**src/rtl/wb_stage.sv**
```systemverilog
// ---------------------------------------------------------------------------
// wb_stage
//   Write-back stage of the 3-stage (ID / X / WB) RISC-V core. Registers the
//   X-stage results, exposes the WB-side hazard signals used by the
//   forwarding unit, forms the register-file write data (ALU result, PC+4 or
//   aligned/extended load data from the synchronous DMEM) and owns the tohost
//   CSR plus the cycle / instret counters.
//
// Ports
//   clk, rst          core clock, asynchronous active-high reset
//   stall, flush      hold WB registers / insert a bubble (flush wins)
//   *_X               X-stage instruction fields and results
//   dmem_dout         DMEM read word, valid in the WB cycle
//   cnt_clr           synchronous clear of both counters
//   valid_WB, rd_WB, rf_wen_WB, opcode_WB   registered WB hazard info
//   wb_data           register-file write data (combinational)
//   csr_tohost        tohost CSR
//   cycle_cnt, instret_cnt                  performance counters
// ---------------------------------------------------------------------------
module wb_stage #(
  parameter logic [31:0] RESET_PC = 32'h0000_0000,
  parameter logic [6:0]  NOP_OPC  = 7'b0010011
) (
  input  logic        clk,
  input  logic        rst,
  input  logic        stall,
  input  logic        flush,
  input  logic        valid_X,
  input  logic [31:0] pc_X,
  input  logic [31:0] alu_X,
  input  logic [4:0]  rd_X,
  input  logic        rf_wen_X,
  input  logic [6:0]  opcode_X,
  input  logic [2:0]  funct3_X,
  input  logic        csr_wen_X,
  input  logic [31:0] csr_wdata_X,
  input  logic [31:0] dmem_dout,
  input  logic        cnt_clr,
  output logic        valid_WB,
  output logic [4:0]  rd_WB,
  output logic        rf_wen_WB,
  output logic [6:0]  opcode_WB,
  output logic [31:0] wb_data,
  output logic [31:0] csr_tohost,
  output logic [31:0] cycle_cnt,
  output logic [31:0] instret_cnt
);

  localparam logic [6:0] OPC_LOAD = 7'b0000011;
  localparam logic [6:0] OPC_JAL  = 7'b1101111;
  localparam logic [6:0] OPC_JALR = 7'b1100111;

  logic        valid_q,   valid_d;
  logic [4:0]  rd_q,      rd_d;
  logic        rfWen_q,   rfWen_d;
  logic [6:0]  opcode_q,  opcode_d;
  logic [31:0] pc_q,      pc_d;
  logic [31:0] alu_q,     alu_d;
  logic [2:0]  funct3_q,  funct3_d;
  logic [31:0] tohost_q,  tohost_d;
  logic [31:0] cycle_q,   cycle_d;
  logic [31:0] instret_q, instret_d;

  logic        capture;
  logic [7:0]  loadByte;
  logic [15:0] loadHalf;
  logic [31:0] loadData;

  // A capture edge is one that neither flushes nor stalls; the tohost CSR
  // and instret only move on such edges so stalled cycles never double-count.
  assign capture = !flush && !stall;

  // Next-state for the pipeline registers: hold by default, bubble on flush,
  // otherwise take the X slot. Invalid slots are squashed to a NOP with no
  // destination so the forwarding unit never matches against them.
  always_comb begin
    valid_d  = valid_q;
    rd_d     = rd_q;
    rfWen_d  = rfWen_q;
    opcode_d = opcode_q;
    pc_d     = pc_q;
    alu_d    = alu_q;
    funct3_d = funct3_q;
    if (flush) begin
      valid_d  = 1'b0;
      rd_d     = 5'd0;
      rfWen_d  = 1'b0;
      opcode_d = NOP_OPC;
    end else if (!stall) begin
      valid_d  = valid_X;
      rd_d     = valid_X ? rd_X : 5'd0;
      rfWen_d  = rf_wen_X & valid_X;
      opcode_d = valid_X ? opcode_X : NOP_OPC;
      pc_d     = pc_X;
      alu_d    = alu_X;
      funct3_d = funct3_X;
    end
  end

  // Next-state for the CSR and counters; a clear beats any increment.
  always_comb begin
    tohost_d  = tohost_q;
    cycle_d   = cycle_q + 32'd1;
    instret_d = instret_q;
    if (capture && valid_X && csr_wen_X) begin
      tohost_d = csr_wdata_X;
    end
    if (capture && valid_X) begin
      instret_d = instret_q + 32'd1;
    end
    if (cnt_clr) begin
      cycle_d   = 32'd0;
      instret_d = 32'd0;
    end
  end

  // State registers, asynchronously reset.
  always_ff @(posedge clk or posedge rst) begin
    if (rst) begin
      valid_q   <= 1'b0;
      rd_q      <= 5'd0;
      rfWen_q   <= 1'b0;
      opcode_q  <= NOP_OPC;
      pc_q      <= RESET_PC;
      alu_q     <= 32'd0;
      funct3_q  <= 3'd0;
      tohost_q  <= 32'd0;
      cycle_q   <= 32'd0;
      instret_q <= 32'd0;
    end else begin
      valid_q   <= valid_d;
      rd_q      <= rd_d;
      rfWen_q   <= rfWen_d;
      opcode_q  <= opcode_d;
      pc_q      <= pc_d;
      alu_q     <= alu_d;
      funct3_q  <= funct3_d;
      tohost_q  <= tohost_d;
      cycle_q   <= cycle_d;
      instret_q <= instret_d;
    end
  end

  // Load alignment: the DMEM returns a whole little-endian word and the low
  // address bits pick the byte/half. Unknown funct3 values fall back to LW.
  always_comb begin
    loadByte = 8'd0;
    loadHalf = 16'd0;
    loadData = dmem_dout;
    case (alu_q[1:0])
      2'd0:    loadByte = dmem_dout[7:0];
      2'd1:    loadByte = dmem_dout[15:8];
      2'd2:    loadByte = dmem_dout[23:16];
      default: loadByte = dmem_dout[31:24];
    endcase
    loadHalf = alu_q[1] ? dmem_dout[31:16] : dmem_dout[15:0];
    case (funct3_q)
      3'b000:  loadData = {{24{loadByte[7]}}, loadByte};
      3'b100:  loadData = {24'd0, loadByte};
      3'b001:  loadData = {{16{loadHalf[15]}}, loadHalf};
      3'b101:  loadData = {16'd0, loadHalf};
      default: loadData = dmem_dout;
    endcase
  end

  // Write-back mux, purely from WB registers and the DMEM word so it settles
  // early for the forwarding unit and RF write port.
  always_comb begin
    wb_data = alu_q;
    if (opcode_q == OPC_LOAD) begin
      wb_data = loadData;
    end else if (opcode_q == OPC_JAL || opcode_q == OPC_JALR) begin
      wb_data = pc_q + 32'd4;
    end
  end

  assign valid_WB    = valid_q;
  assign rd_WB       = rd_q;
  assign rf_wen_WB   = rfWen_q;
  assign opcode_WB   = opcode_q;
  assign csr_tohost  = tohost_q;
  assign cycle_cnt   = cycle_q;
  assign instret_cnt = instret_q;

endmodule

```
**config.mk**
```make
export PLATFORM = sky130hd
export DESIGN_NAME = wb_stage
export DESIGN_NICKNAME = d
export VERILOG_FILES = /design/src/rtl/wb_stage.sv
export SDC_FILE = /design/constraint.sdc
export NUM_CORES = 1
export LEC_CHECK = 0
export CORE_UTILIZATION = 40
export CTS_CLUSTER_DIAMETER = 150
export CTS_CLUSTER_SIZE = 30
export DETAILED_ROUTE_END_ITERATION = 8
export PLACE_DENSITY = 0.69
export SLEW_MARGIN = 20
export SYNTH_ARGS = -nofsm -noshare
export SYNTH_HDL_FRONTEND = slang
export SYNTH_SLANG_ARGS = --single-unit
```
**constraint.sdc**
```tcl
create_clock -name clk -period 7.89 [get_ports clk]
set_clock_uncertainty 0.15 [all_clocks]
set_input_delay 1.578 -clock clk [delete_from_list [all_inputs] [get_ports clk]]
set_output_delay 1.578 -clock clk [all_outputs]
set_load 0.02 [all_outputs]
```
## Word-level counts from Yosys, hierarchy flattened

Index checks and enable logic that the tools add are counted.

| word-level totals | value |
|---|---|
| flip-flop bits (word level) | 177 |
| bits of input ports | 151 |
| word-level logic and storage cells | 53 |

| operators by class | value |
|---|---|
| add/subtract/negate cells | 3 |
| equal/unequal tests | 9 |
| multiplexer cells | 18 |
| bitwise logic cells | 3 |
| reduce and logical (&&, ||, !) cells | 10 |

Operators with widths:

| operator | count |
|---|---|
| $mux 32 | 5 |
| $pmux 32 s4 | 1 |
| $add 32x1->32 const B | 2 |
| $add 32x3->32 const B | 1 |
| $pmux 8 s3 | 1 |
| $mux 7 | 3 |
| $mux 16 | 1 |
| $mux 5 | 3 |
| $eq 7x7->1 const B | 2 |
| $eq 7x2->1 const B | 1 |
| $eq 3x3->1 const B | 2 |
| $mux 1 | 4 |
| $eq 3x1->1 const B | 1 |
| $logic_and 1x1->1 | 3 |
| $logic_not 3->1 | 1 |
| $eq 2x1->1 const B | 1 |
| $eq 2x2->1 const B | 1 |
| $logic_not 1->1 | 2 |
| $logic_not 2->1 | 1 |
| $ne 2x1->1 const B | 1 |
| $not 1->1 | 2 |
| $reduce_and 2->1 | 1 |
| $reduce_bool 2->1 | 1 |
| $and 1x1->1 | 1 |
| $logic_or 1x1->1 | 1 |

## Longest topological paths before layout

Gate-level depths: netlist of the first run.

| logic depth | value |
|---|---|
| depth in word-level cells | 5 |
| mapped depth | 7 |
| mapped depth without buffers | 6 |

## Worst setup path after synthesis of the first run

No wires, ideal clock.

| timing path | value |
|---|---|
| kind | input -> output |
| from | input port dmem_dout[23] |
| to | output port wb_data[23] |
| arrival time | 2.957 ns |
| setup slack | 3.205 ns |
| cell stages on the path | 6 |
| path through | mux4_2 -> o311ai_2 -> nor3_2 -> a211oi_2 -> buf_6 -> a221oi_1 |

| between the ends | value |
|---|---|
| longest elaborated chain between the ends | 3 |

RTL lines:

| element | line | text |
|---|---|---|
| from (decl) | 37 | `input logic [31:0] dmem_dout,` |
| $pmux 8 s3 | 150 | `case (alu_q[1:0])` |
| $pmux 32 s4 (*) | 157 | `case (funct3_q)` |
| $mux 32 (*) | 170 | `if (opcode_q == OPC_LOAD) begin` |
| to (decl) | 43 | `output logic [31:0] wb_data,` |

Every way passes the cells marked *; elsewhere a longest branch is shown, timed or not.

## Worst setup path after layout of the first run

| timing path | value |
|---|---|
| from | input port dmem_dout[7] |
| to | output port wb_data[18] |

| between the ends | value |
|---|---|
| longest elaborated chain between the ends | 3 |

RTL lines:

| element | line |
|---|---|
| $pmux 8 s3 | 150 |
| $pmux 32 s4 | 157 |
| $mux 32 | 170 |

Every way passes these cells.

==> impl_metrics.tcl, run 1 <==
set metrics [dict create \
    min_period_ns 6.17 \
    critical_path_required_ns 6.16 \
    synthMuxAreaShare 0.134 \
    synthCells 846 \
    yosys_warnings 0 \
    worstPathArrival_ns 4.44 \
    cts_resized 0 \
    grt_max_degree 75 \
    drive_above_1_share 0.140 \
    rsz0062_at_grt "no" \
    synth_nets 1000 \
    tightest_slew_ns 0.952 \
    ir_drop_mv 0.134 \
    max_cap_violations 0 \
    ant_nets 0 \
    grt_pass1_wl_microns 40200 \
    die_area_sq_um 23000 \
    path_cells "clkdlybuf4s50_1 -> mux4_2 -> o311ai_2 -> nor3_2 -> a211oi_2 -> a221oi_1 -> clkdlybuf4s50_1" \
    grt_use_total 0.227 \
    hold_viol 0 \
    maxSlewViolCount 0 \
    synthFlopType "dfrtp_1" \
    hold_end "cycle_cnt[0]" \
    port_buffers 292 \
    clk_pin_slew_ns 0.07 \
    synth_top_family_by_area "simple AND/OR/NAND/NOR gates" \
    dpl_worst_slack_ns 1.76 \
    area_delta_synth_final_pct 41.6 \
    io_pins 293 \
    synth-edff-count 0 \
    worst_slack_ns 1.72 \
    finalCritPeriodShare 0.782 \
    holdPathStages 1 \
    cts_tree "built" \
    antenna_found_initial 2 \
    wl_microns 25900 \
    critical_path.max_stage_delay_ns 0.81 \
    die_h_microns 152 \
    max_slew_margin 0.365 \
    synth_simple_gate_area_frac 0.177 \
    instances_no_fill 1416 \
    route.detailed.drc 0 \
    critical_path_class "in -> out" \
    cts_setup_buffers 0 \
    syn_area_sq_um 8960 \
    hold_start "cycle_cnt[0]" \
    cts-buffers-inserted 17 \
    clockBufferDepth 2 \
    status "finished clean" \
    synth-xor-area-share 0.0782 \
    dr_total_vias 7633 \
    end_kind "output pin" \
    crit_fanout 15 \
    synth_compound_area_frac 0.0851 \
    first_global_vias 7281 \
    hold_ws_ns 0.328 \
    overflow 0 \
    htree_num_levels 4 \
    dpl.hpwl_microns 18800 \
    avgSynthCellArea_sq_um 10.6 \
    r2r_setup_slack_ns 5.64 \
    drt_iter0_drc 459 \
    vias_per_cell 5.39 \
    postCtsHoldBufs 0 \
    placed_cells 1383 \
    ys_types 53 \
    netlist_top_cells_area "dfrtp_1, mux2_2, nor2_1" \
    firstDrtPassIters 5 \
    die_width_microns 152 \
    fin_util 0.579 \
    cp-start-kind "input pin" \
    synth_fa_ha_area_frac 0.00419 \
    p_leak_nw 4.97 \
    layout.nets 1276 \
    setup_violations 0 \
    async_flop_share 1.00 \
    fmax_mhz 162 \
    cpMostUsedCell "clkdlybuf4s50_1" \
    clock_latency_ns 0.43 \
    ff2ff_path_depth 6 \
    r2r_end "cycle_cnt[26]" \
    powerDensity_nw_per_um2 194 \
    rr_startpoint "cycle_cnt[0]" \
    synth_top_area_cell "dfrtp_1" \
    clockRootBuffer "clkbuf_16" \
    synth_top_area_share 0.486 \
    yosysSeqAreaShare 0.495 \
    rows 54 \
    final.setup.tns_ns 0 \
    initial_utilization 0.409 \
    critPathSlowestCell "a211oi_2" \
    core_sq_um 21900 \
    wl_per_cell_microns 18.3 \
    gp_congestion 0.954 \
    clock-sinks 177 \
    hold_class "reg -> reg" \
    synth_seq_cells 177 \
]
-- per-layer routing --
metal	share of wire	track usage	vias up
li1	-	-	3576
met2	0.45	0.357	307
met1	0.42	0.294	3717
met4	0.020	0.0683	0
met5	0	0	-
met3	0.11	0.0796	33
-- cell type report --
type                    count  area, sq um
diodes                      1         2.50
clock buffers              19          443
clock inverters            13          118
fillers                  1870         9210
inverters                  17         68.8
multi-input cells         611         4310
flip-flops and latches    177         4430
well taps                 280          350
repair buffers            298         2960
-- worst max-delay path: cells and delay by family --
family,cells,cell delay [ns]
muxes,1,0.49
and+or+nand+nor,1,0.07
AOI/OAI and AO/OA,3,1.22
buffers and inverters,2,1.08
-- placed cells by master, fill, tap and decap left out, types with 4 or more instances in the layout --
master and n:
clkdlybuf4s50_1 291, dfrtp_1 174, mux2_2 102, nor2_1 97, nand2_1 66, xor2_1 41
xnor2_1 39, nand3_1 34, o21ai_0 27, a21oi_1 22, nor3_1 21, nand4_1 20
a221oi_1 17, clkbuf_16 17, inv_1 16, and4_1 13, nor4_1 11, and3_1 10
o22a_1 10, a22o_1 10, o22ai_1 9, nor2b_1 8, and2_1 6, or3_1 6
inv_6 6, buf_4 6, o221ai_1 4, inv_8 4
-- cell usage after synthesis (all sizes together), types with 2 or more instances --
cell type,number
dfrtp,174
mux2,103
nor2,99
nand2,66
xor2,41
xnor2,39
nand3,35
clkbuf,30
o21ai,29
nor3,23
a21oi,22
nand4,21
a221oi,17
inv,17
nor4,14
and4,13
buf,11
a22o,10
and3,10
o22a,10
o22ai,9
nor2b,8
and2,7
or3,6
o221ai,4
dfstp,3
ha,3
nand3b,3
a211o,2
mux2i,2
nand2b,2
o32ai,2
-- worst max-delay path by stage --
stage,start,endpoint,depth (start not counted)
after global placement,dmem_dout[7],wb_data[22],7
final,dmem_dout[7],wb_data[18],7
after floorplan,rst,alu_q[0],1
after CTS,dmem_dout[7],wb_data[18],7
after detailed placement,dmem_dout[15],wb_data[18],7
after global routing,dmem_dout[7],wb_data[25],7
-- where the power goes --
| part | internal (mW) | leakage, nW | total, mW | switching, mW |
|---|---|---|---|---|
| sequential | 0.998 | 2.25 | 1.08 | 0.0774 |
| combinational | 0.306 | 2.45 | 0.571 | 0.265 |
| clock | 0.426 | 0.273 | 0.815 | 0.389 |
| total | 1.73 | 4.97 | 2.46 | 0.732 |
-- stage by stage --
step / total power [mW] / instance area (sq um)
after detailed placement: 1.66 / 12100
after CTS: 2.49 / 12700
after floorplan: 1.38 / 8960
after global placement: 1.66 / 12100
after global routing: 2.58 / 12700
final: 2.46 / 12700
-- sequential cells by signal, indices dropped and copies added (netlist names) --
| register | cells |
|---|---|
| alu_q | 32 |
| csr_tohost | 32 |
| cycle_cnt | 32 |
| instret_cnt | 32 |
| pc_q | 32 |
| opcode_WB | 7 |
| rd_WB | 5 |
| funct3_q | 3 |
| rf_wen_WB | 1 |
| valid_WB | 1 |
-- kinds of logic (layout without fill, tap and decap cells) --
family | after synthesis | count (layout)
other | 0 | 1
buffers and inverters | 58 | 347
AND/OR/NAND/NOR | 312 | 312
XOR/XNOR | 80 | 80
flip-flops | 177 | 177
adder cells (fa/ha/maj) | 3 | 3
AO/OA/AOI/OAI | 110 | 110
multiplexers | 106 | 106
Power figures use the tool's default switching activity.
==> run 2, diff against run 1 <==
clock period = 6.28 ns   (was 7.89 ns; I/O delays follow)
==> run 2 against run 1 <==
Effect of this change:
- sequential power rose by 25%
- utilization is 0.31 points higher
- via count shrank 1.1%
- sequential cell count unchanged
- final cell count barely moved
- hold slack better by 0.011 ns
==> impl_metrics.tcl, run 2 (synthesized netlist as in run 1, its figures left out) <==
set metrics [dict create \
    status "finished clean" \
    max_cap_violations 0 \
    power.internal_mw 2.22 \
    die_h_microns 152 \
    crit_family "compound AO/OA/AOI/OAI gates" \
    layout.nets 1275 \
    rows 54 \
    clock_latency_ns 0.43 \
    fillerInstances 1868 \
    critical_path_class "in -> out" \
    setup_violations 0 \
    area_delta_synth_final_pct 42.4 \
    cpMostUsedCell "clkdlybuf4s50_1" \
    wl_per_cell_microns 18.5 \
    clock_power_share 0.348 \
    cts_resized 0 \
    p_sw_uw 959 \
    clock-sinks 177 \
    critical_path_required_ns 4.87 \
    first_global_vias 7334 \
    wl_microns 26200 \
    comb_power_share 0.227 \
    seqPwrFrac 0.425 \
    core_sq_um 21900 \
    p_leak_nw 5.00 \
    path_buf_inv 2 \
    port_buffers 292 \
    hold_class "reg -> reg" \
    max_slew_margin 0.316 \
    io_pins 293 \
    clk_pin_slew_ns 0.08 \
    finalCritPeriodShare 0.886 \
    grt_max_degree 93 \
    route.detailed.drc 0 \
    ir_drop_mv 0.175 \
    cp-start-kind "input pin" \
    postCtsHoldBufs 0 \
    swShare 0.302 \
    grt_pass1_wl_microns 40100 \
    cp.depth 7 \
    drive_above_1_share 0.140 \
    clockBufferDepth 2 \
    clockRootBuffer "clkbuf_16" \
    overflow 0 \
    vias_per_cell 5.33 \
    hold_viol 0 \
    end_kind "output pin" \
    critPathSlowestCell "a211oi_2" \
    dr_total_vias 7550 \
    antenna_found_initial 4 \
    htree_num_levels 4 \
    grt_use_total 0.228 \
    holdPathStages 1 \
    worst_slack_ns 0.714 \
    layout_commonest_cell "clkdlybuf4s50_1" \
    most-common-layout-cells "clkdlybuf4s50_1, dfrtp_1, mux2_2" \
    dpl.hpwl_microns 19000 \
    powerDensity_nw_per_um2 249 \
    critical_path.max_stage_delay_ns 0.84 \
    worstPathArrival_ns 4.16 \
    cts_tree "built" \
    rsz0062_at_grt "no" \
    ant_nets 0 \
    fmax_mhz 180 \
    ff2ff_path_depth 6 \
    die_width_microns 152 \
    crit_fanout 15 \
    tightest_slew_ns 1.03 \
    min_period_ns 5.57 \
    gp_congestion 0.978 \
    cts-buffers-inserted 17 \
    dpl_worst_slack_ns 0.754 \
    die_area_sq_um 23000 \
    cts_setup_buffers 0 \
    maxSlewViolCount 0 \
    final.setup.tns_ns 0 \
    firstDrtPassIters 4 \
    path_cells "clkdlybuf4s50_1 -> mux4_2 -> o311ai_2 -> nor3_2 -> a211oi_2 -> a221oi_1 -> clkdlybuf4s50_1" \
    initial_utilization 0.409 \
    drt_iter0_drc 309 \
]
==> run 2: through the flow <==
stage	power [mW]	hold WS, ns	util	cell area, sq um	std cells
after floorplan	1.73	0.325	-	8960	846
after global routing	3.31	0.369	0.582	12700	1416
after global placement	2.08	0.311	0.554	12100	1382
after CTS	3.21	0.346	0.582	12700	1414
final	3.18	0.339	0.583	12800	1417
after detailed placement	2.09	0.325	0.554	12100	1382
==> run 2: layer usage <==
| layer | up-vias | share of wire | GRT usage |
|---|---|---|---|
| li1 | 3581 | - | - |
| met1 | 3662 | 0.43 | 0.296 |
| met2 | 279 | 0.46 | 0.359 |
| met3 | 28 | 0.093 | 0.0710 |
| met4 | 0 | 0.021 | 0.0748 |
| met5 | - | 0 | 0 |
==> run 2: path summary, 6_finish.rpt <==
| kind | startpoint | end | slack [ns] |
|---|---|---|---|
| hold reg to reg | cycle_cnt[0] | cycle_cnt[0] | 0.34 |
| min in group asynchronous | rst | cycle_cnt[11] | 1.21 |
| setup / recovery | dmem_dout[15] | wb_data[18] | 0.71 |
| setup reg to reg | cycle_cnt[0] | cycle_cnt[30] | 3.93 |
| hold / removal | cycle_cnt[0] | cycle_cnt[0] | 0.34 |
| max in group asynchronous | rst | opcode_WB[0] | 3.75 |
==> run 2: area by class of cell <==
type / count / area [sq um] / area share
tap: 280 / 350 / 0.0275
clock buffer: 17 / 425 / 0.0334
sequential: 177 / 4430 / 0.348
multi-input combinational: 611 / 4310 / 0.338
clock inverter: 15 / 193 / 0.0151
antenna: 3 / 7.51 / 0.000589
inverter: 17 / 68.8 / 0.00540
timing repair buffer: 297 / 2970 / 0.233
==> run 2: power groups by stage <==
stage          logic, mW  registers, mW  clock network (mW)
6_report           0.720           1.35                1.10
5_1_grt            0.768           1.37                1.17
4_1_cts            0.723           1.35                1.13
3_5_place_dp       0.720           1.37                   0
3_3_place_gp       0.714           1.37                   0
2_1_floorplan      0.326           1.41                   0
==> run 3, diff against run 2 <==
clock period = 6.3 ns   (was 6.28 ns; I/O delays follow)
==> run 3 against run 2 <==
Effect of this change:
- utilization is 0.22 points lower
- power is 2.3% lower
- final cell count is 0.14% lower
- combinational power hardly changed
- count of clock-buffer cells in the layout is 3 higher
- global-route usage is 0.16 points higher
- cell area is 0.38% lower
- via count is 0.23% lower
- clock power is 5% lower
- setup slack better by 0.042 ns
- die area stayed put
- largest cell class unchanged
- largest power group unchanged
==> impl_metrics.tcl, run 3 (synthesized netlist as in run 1, its figures left out) <==
set metrics [dict create \
    status "finished clean" \
    drive_above_1_share 0.138 \
    hold_class "reg -> reg" \
    cp-start-kind "input pin" \
    crit_fanout 15 \
    ant_nets 0 \
    gp_congestion 0.978 \
    final_design_area_no_fill_sq_um 12700 \
    worstPathArrival_ns 4.13 \
    core_sq_um 21900 \
    powerDensity_nw_per_um2 244 \
    htree_num_levels 4 \
    dpl_worst_slack_ns 0.775 \
    maxSlewViolCount 0 \
    vias_per_cell 5.32 \
    critical_path_required_ns 4.89 \
    clock-sinks 177 \
    most-common-layout-cells "clkdlybuf4s50_1, dfrtp_1, mux2_2" \
    clockBufferDepth 2 \
    fmax_mhz 180 \
    route.detailed.drc 0 \
    clock_latency_ns 0.42 \
    wl_microns 26000 \
    dr_total_vias 7533 \
    overflow 0 \
    min_period_ns 5.54 \
    rr_startpoint "cycle_cnt[0]" \
    cts_resized 0 \
    grt_max_degree 93 \
    antenna_found_initial 2 \
    end_kind "output pin" \
    area_delta_synth_final_pct 41.8 \
    die_width_microns 152 \
    layout.nets 1275 \
    cts_setup_buffers 0 \
    setup_violations 0 \
    die_area_sq_um 23000 \
    first_global_vias 7336 \
    initial_utilization 0.409 \
    r2r_setup_slack_ns 4.00 \
    die_h_microns 152 \
    clk_pin_slew_ns 0.06 \
    ff2ff_path_depth 6 \
    ir_drop_mv 0.173 \
    port_buffers 292 \
    cts_tree "built" \
    tightest_slew_ns 1.08 \
    finalCritPeriodShare 0.880 \
    final.setup.tns_ns 0 \
    drt_iter0_drc 317 \
    r2r_end "cycle_cnt[30]" \
    grt_use_total 0.229 \
    rsz0062_at_grt "no" \
    firstDrtPassIters 6 \
    layout_commonest_cell "clkdlybuf4s50_1" \
    rows 54 \
    cts-buffers-inserted 17 \
    hold_viol 0 \
    dpl.hpwl_microns 19000 \
    clockRootBuffer "clkbuf_16" \
    p_leak_nw 4.97 \
    wl_per_cell_microns 18.4 \
    startpoint "dmem_dout[7]" \
    max_slew_margin 0.277 \
    max_cap_violations 0 \
    place_area_sq_um 12100 \
    grt_pass1_wl_microns 40500 \
    postCtsHoldBufs 0 \
    critical_path_class "in -> out" \
    crit_end "wb_data[22]" \
    power.total_mw 3.10 \
    worst_slack_ns 0.756 \
    io_pins 293 \
]
==> run 3: changes by cell type in the layout (fill, tap and decap cells not counted) <==
cell	before	now
clkbuf_1	0	2
clkinvlp_4	1	3
inv_8	6	2
clkinv_2	1	0
and2_0	1	2
clkinv_8	4	0
diode_2	3	1
clkbuf_8	0	1
clkinv_4	0	4
and2_1	6	5
==> run 3: worst max-delay path, stage by stage <==
cell	delay, ns
clkdlybuf4s50_1	0.48
mux4_2	0.50
o311ai_2	0.15
nor3_2	0.07
a211oi_2	0.80
a221oi_1	0.25
clkdlybuf4s50_1	0.60
==> run 3: stage by stage <==
stage               utilization  hold WS [ns]  instances
global route              0.580         0.365       1414
finish                    0.580         0.342       1415
floorplan                     -         0.325        846
CTS                       0.580         0.343       1414
detailed placement        0.554         0.325       1382
global placement          0.554         0.311       1382
==> run 3: how the worst min path moves through the flow <==
stage,from,to,slack (ns),depth (start not counted)
after floorplan,alu_q[10],alu_q[10],0.33,1
after global placement,valid_WB,valid_WB,0.31,2
after detailed placement,valid_WB,valid_WB,0.33,2
after CTS,cycle_cnt[0],cycle_cnt[0],0.34,1
after global routing,cycle_cnt[0],cycle_cnt[0],0.37,1
final,valid_WB,valid_WB,0.34,2
==> run 3: final cells by class <==
cell class,count,area [sq um]
multi-input cells,611,4310
inverters,17,68.8
repair buffers,297,2970
clock buffers,20,447
flip-flops and latches,177,4430
diodes,1,2.50
fillers,1896,9190
well taps,280,350
clock inverters,12,128
==> run 3: routing by layer <==
layer  up-vias  GRT usage  share of wire
met4         0     0.0658          0.019
met3        29     0.0695          0.099
met1      3642      0.303           0.43
li1       3564          -              -
met2       298      0.362           0.46
met5         -          0              0
==> run 3: where the power goes <==
part | switching, mW | total, mW | internal, mW
combinational | 0.334 | 0.717 | 0.383
sequential | 0.0966 | 1.35 | 1.25
clock | 0.472 | 1.04 | 0.566
total | 0.903 | 3.10 | 2.20
